$ cat config.mk
export PLATFORM = sky130hd
export DESIGN_NAME = sprite_anim_bitmap
export DESIGN_NICKNAME = d
export VERILOG_FILES = /design/src/rtl/sprite_pkg.sv /design/src/rtl/sprite_frame_rom.sv /design/src/rtl/sprite_anim_bitmap.sv
export SDC_FILE = /design/constraint.sdc
export NUM_CORES = 1
export LEC_CHECK = 0
export CORE_ASPECT_RATIO = 0.8
export CORE_UTILIZATION = 35
export DETAILED_ROUTE_END_ITERATION = 10
export PLACE_DENSITY_LB_ADDON = 0.25
export SLEW_MARGIN = 10
export SYNTH_ARGS = -nofsm -noshare
export SYNTH_HDL_FRONTEND = slang
export SYNTH_HIERARCHICAL = 1
export SYNTH_SLANG_ARGS = --single-unit
$ cat constraint.sdc
create_clock -name clk -period 2.3 [get_ports clk]
set_clock_uncertainty 0.2 [all_clocks]
set_input_delay 0.345 -clock clk [delete_from_list [all_inputs] [get_ports clk]]
set_output_delay 0.345 -clock clk [all_outputs]
set_load 0.05 [all_outputs]
$ cat src/rtl/sprite_pkg.sv
// Shared types and sprite artwork for the animated sprite bitmaps.
// Holds the pixel type, the transparent colour key, the sequencer state enum
// and the constant that defines the sprite frames held in sprite_frame_rom.
package sprite_pkg;

  typedef logic [7:0] rgb_t;

  // Pixels equal to this value are not drawn by the objects mux.
  localparam rgb_t TRANSPARENT_ENCODING = 8'hFF;

  typedef enum logic [1:0] {
    IDLE,
    LOOP,
    ONESHOT,
    DONE
  } anim_state_t;

  // Artwork for this sprite: bits [7:6] carry the frame number, [5:3] the row
  // and [2:0] the column (each modulo its field size). Frame 3 therefore has
  // transparent pixels wherever row%8 == 7 and col%8 == 7.
  function automatic rgb_t sprite_pixel(input int frame, input int row, input int col);
    return rgb_t'((frame % 4) * 64 + (row % 8) * 8 + (col % 8));
  endfunction

endpackage

$ cat src/rtl/sprite_frame_rom.sv
// Sprite frame ROM: registered read of one pixel, indexed [frame][row][col].
// Latency 1 clk; no backpressure, one read per clk.
// Ports: clk, reset (sync, active-high), pix_vld/frame/row/col read request,
//        rgb registered pixel (transparent when pix_vld=0 or in reset).
module sprite_frame_rom
  import sprite_pkg::*;
#(
  parameter int OBJECT_WIDTH_X  = 26,
  parameter int OBJECT_HEIGHT_Y = 26,
  parameter int FRAME_COUNT     = 4,
  localparam int FW = (FRAME_COUNT     > 1) ? $clog2(FRAME_COUNT)     : 1,
  localparam int RW = (OBJECT_HEIGHT_Y > 1) ? $clog2(OBJECT_HEIGHT_Y) : 1,
  localparam int CW = (OBJECT_WIDTH_X  > 1) ? $clog2(OBJECT_WIDTH_X)  : 1
) (
  input  logic          clk,
  input  logic          reset,
  input  logic          pix_vld,
  input  logic [FW-1:0] frame,
  input  logic [RW-1:0] row,
  input  logic [CW-1:0] col,
  output rgb_t          rgb
);

  rgb_t rom_mem [FRAME_COUNT][OBJECT_HEIGHT_Y][OBJECT_WIDTH_X];

  for (genvar f = 0; f < FRAME_COUNT; f++) begin : g_frame
    for (genvar r = 0; r < OBJECT_HEIGHT_Y; r++) begin : g_row
      for (genvar c = 0; c < OBJECT_WIDTH_X; c++) begin : g_col
        assign rom_mem[f][r][c] = sprite_pixel(f, r, c);
      end
    end
  end

  always_ff @(posedge clk) begin
    if (reset) begin
      rgb <= TRANSPARENT_ENCODING;
    end else begin
      rgb <= pix_vld ? rom_mem[frame][row][col] : TRANSPARENT_ENCODING;
    end
  end

endmodule

$ cat src/rtl/sprite_anim_bitmap.sv
// Animated sprite bitmap: frame sequencer plus 2-stage pixel lookup.
// Latency 2 clk from offsets to RGBout; no backpressure, one pixel per clk.
// Ports: clk, reset (sync, active-high); startOfFrame/animEnable/playOnce/
//        restart drive the sequencer; mirrorX/offsetX/offsetY/InsideRectangle
//        address the pixel; outputs drawingRequest, RGBout, frameIndex, animDone.
// Build option: SPRITE_MIRROR_EN enables horizontal mirroring via mirrorX.
module sprite_anim_bitmap
  import sprite_pkg::*;
#(
  parameter int OBJECT_WIDTH_X  = 26,
  parameter int OBJECT_HEIGHT_Y = 26,
  parameter int FRAME_COUNT     = 4,
  parameter int FRAME_PERIOD    = 8,
  localparam int FW = (FRAME_COUNT     > 1) ? $clog2(FRAME_COUNT)     : 1,
  localparam int RW = (OBJECT_HEIGHT_Y > 1) ? $clog2(OBJECT_HEIGHT_Y) : 1,
  localparam int CW = (OBJECT_WIDTH_X  > 1) ? $clog2(OBJECT_WIDTH_X)  : 1
) (
  input  logic        clk,
  input  logic        reset,
  input  logic        startOfFrame,
  input  logic        animEnable,
  input  logic        playOnce,
  input  logic        restart,
  input  logic        mirrorX,
  input  logic [10:0] offsetX,
  input  logic [10:0] offsetY,
  input  logic        InsideRectangle,
  output logic        drawingRequest,
  output logic [7:0]  RGBout,
  output logic [3:0]  frameIndex,
  output logic        animDone
);

  localparam logic [7:0] PERIOD_LAST = 8'(FRAME_PERIOD - 1);
  localparam logic [3:0] FRAME_LAST  = 4'(FRAME_COUNT - 1);

  // ---------------- frame sequencer ----------------
  anim_state_t state_q, state_d;
  logic [3:0]  frame_q, frame_d;
  logic [7:0]  period_q, period_d;

  always_ff @(posedge clk) begin
    if (reset) begin
      state_q  <= IDLE;
      frame_q  <= '0;
      period_q <= '0;
    end else begin
      state_q  <= state_d;
      frame_q  <= frame_d;
      period_q <= period_d;
    end
  end

  // Frame only moves on an edge that samples startOfFrame or restart, so a
  // frame switch never lands in the middle of a raster line.
  always_comb begin
    state_d  = state_q;
    frame_d  = frame_q;
    period_d = period_q;
    if (restart) begin
      state_d  = playOnce ? ONESHOT : LOOP;
      frame_d  = '0;
      period_d = '0;
    end else if ((state_q == LOOP || state_q == ONESHOT) && startOfFrame && animEnable) begin
      if (period_q == PERIOD_LAST) begin
        period_d = '0;
        if (frame_q != FRAME_LAST) begin
          frame_d = frame_q + 4'd1;
        end else if (state_q == LOOP) begin
          frame_d = '0;
        end else begin
          // One-shot ran past the last frame: hold it and report done.
          state_d = DONE;
        end
      end else begin
        period_d = period_q + 8'd1;
      end
    end
  end

  assign frameIndex = frame_q;
  assign animDone   = (state_q == DONE);

  // ---------------- pixel path, stage 1 ----------------
  logic          pix_vld;
  logic [CW-1:0] col_sel;

  assign pix_vld = InsideRectangle &&
                   (offsetX < 11'(OBJECT_WIDTH_X)) &&
                   (offsetY < 11'(OBJECT_HEIGHT_Y));

  // Column arithmetic is done at ROM index width; it is exact whenever the
  // pixel is valid, and the result is discarded otherwise.
`ifdef SPRITE_MIRROR_EN
  assign col_sel = mirrorX ? (CW'(OBJECT_WIDTH_X - 1) - CW'(offsetX)) : CW'(offsetX);
`else
  logic unused_mirror;
  assign unused_mirror = mirrorX;
  assign col_sel       = CW'(offsetX);
`endif

  logic          pix_vld_q;
  logic [RW-1:0] row_q;
  logic [CW-1:0] col_q;
  logic [FW-1:0] frm_q;

  // Invalid pixels park the address at 0 so the ROM is never indexed out of range.
  always_ff @(posedge clk) begin
    if (reset) begin
      pix_vld_q <= 1'b0;
      row_q     <= '0;
      col_q     <= '0;
      frm_q     <= '0;
    end else begin
      pix_vld_q <= pix_vld;
      row_q     <= pix_vld ? RW'(offsetY) : '0;
      col_q     <= pix_vld ? col_sel : '0;
      frm_q     <= FW'(frame_q);
    end
  end

  // ---------------- pixel path, stage 2 ----------------
  sprite_frame_rom #(
    .OBJECT_WIDTH_X (OBJECT_WIDTH_X),
    .OBJECT_HEIGHT_Y(OBJECT_HEIGHT_Y),
    .FRAME_COUNT    (FRAME_COUNT)
  ) u_rom (
    .clk    (clk),
    .reset  (reset),
    .pix_vld(pix_vld_q),
    .frame  (frm_q),
    .row    (row_q),
    .col    (col_q),
    .rgb    (RGBout)
  );

  assign drawingRequest = (RGBout != TRANSPARENT_ENCODING);

endmodule

==> results by group <==
Job
  – Max cap viols: 0

Power
  – IR drop worst, VDD: between 0.0003 and 0.0004 V
  – PD cells: 544 nW/um^2
  – Proportion of power drawn by combinational gates: roughly 7%
  – Sequential share of power: between 50 and 60%
  – Internal portion of total power: about 900 uW
  – Net switching power: between 200 and 300 uW
  – Leakage power summed over all cells: 0.000795 uW
  – Switching Fraction: roughly 22%
  – Share of power burned in the clock network: between 30% and 40%

Synthesis
  – Cell types occupying the most area after synthesis: sky130_fd_sc_hd__dfxtp_1, sky130_fd_sc_hd__o31ai_2, sky130_fd_sc_hd__and2_1
  – Library cell with the highest instance count after synthesis: sky130_fd_sc_hd__dfxtp_1
  – Sequential element share of the synthesized area: between 40% and 50%
  – Async set or reset register ratio after synthesis: 0%
  – Mapped Avg Cell Area: between 10 and 15 sq um
  – Post-synth EDFFs: 0
  – Synth Cell Area: about 1500 sq um
  – Area leader, netlist: sky130_fd_sc_hd__dfxtp_1
  – Share of the synthesized area in the top cell type: a little under half
  – Number of register bits inferred by synthesis: 35
  – Synth top cells by count: sky130_fd_sc_hd__dfxtp_1, sky130_fd_sc_hd__nor2_1, sky130_fd_sc_hd__and2_1
  – Number of synthesis warnings: 6
  – Post-synthesis cell type count: 36
  – Number of standard cells after synthesis: approximately 150
  – Nets in the synthesized netlist: 180
  – Post-synth top flop: sky130_fd_sc_hd__dfxtp_1

GRT
  – Overall fraction of global-route tracks in use: ~14%
  – Total global routing overflow: 0
  – Number of global-route vias before repair: around 1.1k
  – Initial antenna violation count: 0
  – Maximum number of pins on one net before global-route repair: 14
  – Wire length of the first global-routing pass: ~4700 um

Clock network
  – Count of cells resized by post-cts repair: 0
  – Sink count of the clock tree: 35
  – Cts-stage hold buffer count: 0
  – Clk_lat worst skew: roughly 280 ps
  – Maximum level of the CTS H-tree: 2
  – Max Root-Sink Buffers: 2
  – Clock transition at path regs: about 70 ps
  – Setup Buffers After CTS: 0
  – TritonCTS clock tree: yes
  – Num CTS Buffers: 5
  – Root cell of the clock tree: sky130_fd_sc_hd__clkbuf_8

Timing
  – Setup_tns: 0 ps
  – Final worst-path cycle share: between 90 and 100%
  – Final hold viol count: 0
  – Final critical delay including setup and external delays: between 2000 and 2500 ps
  – Number of pins with negative max-slew slack in the final report: 0
  – RSZ-0062 raised after global routing: false
  – Worst Setup Slack, final: around 140 ps
  – Worst slew margin relative to its limit: between 60% and 70%
  – Fmax: between 400 and 500 MHz
  – Worst hold slack: 253 ps
  – Slew at the pin closest to its max-slew limit: slightly above 500 ps
  – Final setup violating endpoints: 0

Critical path
  – Sum of buffers and inverters on the critical path: 1
  – CP startpoint kind: flip-flop
  – Endpoint required time on the critical path: 1750 ps
  – Beginning of the worst register-to-register path: state_q[1]$_SDFFE_PP0P_
  – Cell chain of the critical path: ha_1, clkdlybuf4s50_1
  – Critical Path Source: state_q[0]$_SDFFE_PP0P_
  – CP max stage delay: roughly 800 ps
  – Category of the critical setup timing path: reg -> out
  – Worst-path cell with the longest stage delay: sky130_fd_sc_hd__clkdlybuf4s50_1
  – Critical path fanouts, max: 3
  – Kind of capture point of the worst setup path: output pin
  – Arrival time of the worst setup path: between 1500 and 2000 ps
  – Delay-heaviest family, CP: buffers and inverters

Cells and area
  – Number of antenna cells inserted: 0
  – Area growth from synthesis to layout: 39.4%
  – Share of final-layout standard cells stronger than drive strength 1: between 10% and 20%
  – Fin nets: approximately 230

Route
  – Number of remaining DRC errors: 0
  – First-iteration detailed-routing DRC count: 17
  – Via count: 1164
  – Final ANT Viol Nets: 0
  – Wire length per cell: about 11 um
  – DRT Pass-1 Iters: 4
  – Per-cell via count in the routed design: between 4 and 5
  – Wirelength, routed: 2810 um

Min path
  – Path type of the worst min-delay path: reg -> reg
  – Worst hold path startpoint: col_q[0]$_SDFF_PP0_

Floorplanning
  – Core area: ~3900 sq um
  – Effective utilization at floorplan: a little under two fifths
  – Total I/O pin count: 44
  – Die width: ~75 um
  – Row Count: 20
  – Die outline area: around 4500 sq um
  – Height of the die: about 60 um

Placement
  – Final weighted congestion in routability-driven placement: 0.766
  – Post-DP HPWL: about 2200 um
  – Post-place setup slack: 108 ps
  – Count of buffers from port buffering: 42

Outcome
  – Status: completed
[worst register-to-register path, delay by kind of cell (launching register included)]
family	cells	cell delay (ps)
simple gates	3	1010
flops	1	360
fa+ha+maj	1	310
compound gates	1	150
buf+inv	1	60
[layout make-up]
| cell class | instances | area [sq um] |
|---|---|---|
| fillers | 363 | 1850 |
| multi-input cells | 98 | 739 |
| flip-flops and latches | 35 | 701 |
| repair buffers | 44 | 438 |
| clock buffers | 5 | 68.8 |
| well taps | 55 | 68.8 |
| inverters | 10 | 37.5 |
| clock inverters | 3 | 23.8 |
[power groups by stage]
stage                     clock network [uW]  registers [uW]  logic [uW]
after global routing                     487             611        84.9
after global placement                     0             625        76.1
after CTS                                456             611        79.4
after detailed placement                   0             625        79.2
after floorplan                            0             624        19.6
final                                    442             611        78.3
[cells by family (layout without fill, tap and decap cells)]
family	count (synthesis)	in the layout	share of synthesized area, %
simple gates	65	65	26.8
flops	35	35	47.0
compound gates	19	19	13.4
buf+inv	13	62	3.36
xor+xnor	7	7	4.11
fa+ha+maj	4	4	3.36
mux	3	3	2.02
[flip-flops by register name, summed over array words and instances (netlist names)]
name        count
u_rom/rgb       8
row_q           5
pix_vld_q       1
state_q         2
col_q           5
frm_q           2
frameIndex      4
period_q        8
[routing by layer]
metal	global-route usage (%)	part of all wire (%)	wire [um]
met2	23.0	45	1280
met1	17.2	48	1340
met4	5.66	1.8	50
met5	0	0	0
met3	4.49	5.0	141
[worst paths after layout]
path	endpoint	slack, ps	cells after the start
setup / recovery	animDone	140	2
hold / removal	u_rom/rgb[0]$_SDFF_PP1_	250	2
setup reg to reg	frameIndex[3]$_SDFFE_PP0P_	150	6
hold reg to reg	u_rom/rgb[0]$_SDFF_PP1_	250	2
[layout by cell type, fill, tap and decap left out, types with 2 or more instances in the layout]
cell | synthesis | routed
sky130_fd_sc_hd__nor2b_1 | 3 | 3
sky130_fd_sc_hd__nand2_1 | 7 | 7
sky130_fd_sc_hd__buf_4 | 0 | 2
sky130_fd_sc_hd__a221oi_1 | 2 | 2
sky130_fd_sc_hd__nand4_1 | 3 | 3
sky130_fd_sc_hd__o31ai_2 | 8 | 8
sky130_fd_sc_hd__clkbuf_8 | 0 | 5
sky130_fd_sc_hd__nor3_1 | 2 | 2
sky130_fd_sc_hd__clkdlybuf4s50_1 | 0 | 41
sky130_fd_sc_hd__nor2_1 | 16 | 16
sky130_fd_sc_hd__clkinvlp_4 | 0 | 2
sky130_fd_sc_hd__xnor2_1 | 4 | 4
sky130_fd_sc_hd__nor4_1 | 3 | 3
sky130_fd_sc_hd__o211a_4 | 2 | 2
sky130_fd_sc_hd__a21oi_1 | 2 | 2
sky130_fd_sc_hd__xor2_1 | 3 | 3
sky130_fd_sc_hd__dfxtp_1 | 35 | 35
sky130_fd_sc_hd__inv_1 | 10 | 10
sky130_fd_sc_hd__or2_2 | 2 | 2
sky130_fd_sc_hd__and2_1 | 12 | 12
sky130_fd_sc_hd__o211ai_1 | 2 | 2
sky130_fd_sc_hd__mux2i_1 | 3 | 3
sky130_fd_sc_hd__nand4b_1 | 3 | 3
sky130_fd_sc_hd__ha_1 | 4 | 4
sky130_fd_sc_hd__nand3_1 | 4 | 4
[stage by stage]
step / cells / instance area [sq um] / power, uW / util [%]
floorplan: 146 / 1490 / 644 / -
global placement: 242 / 1980 / 701 / 50.4
detailed placement: 242 / 1980 / 704 / 50.4
CTS: 250 / 2070 / 1150 / 52.8
global route: 250 / 2080 / 1180 / 52.9
finish: 250 / 2080 / 1130 / 52.9
Power figures use the tool's default switching activity.
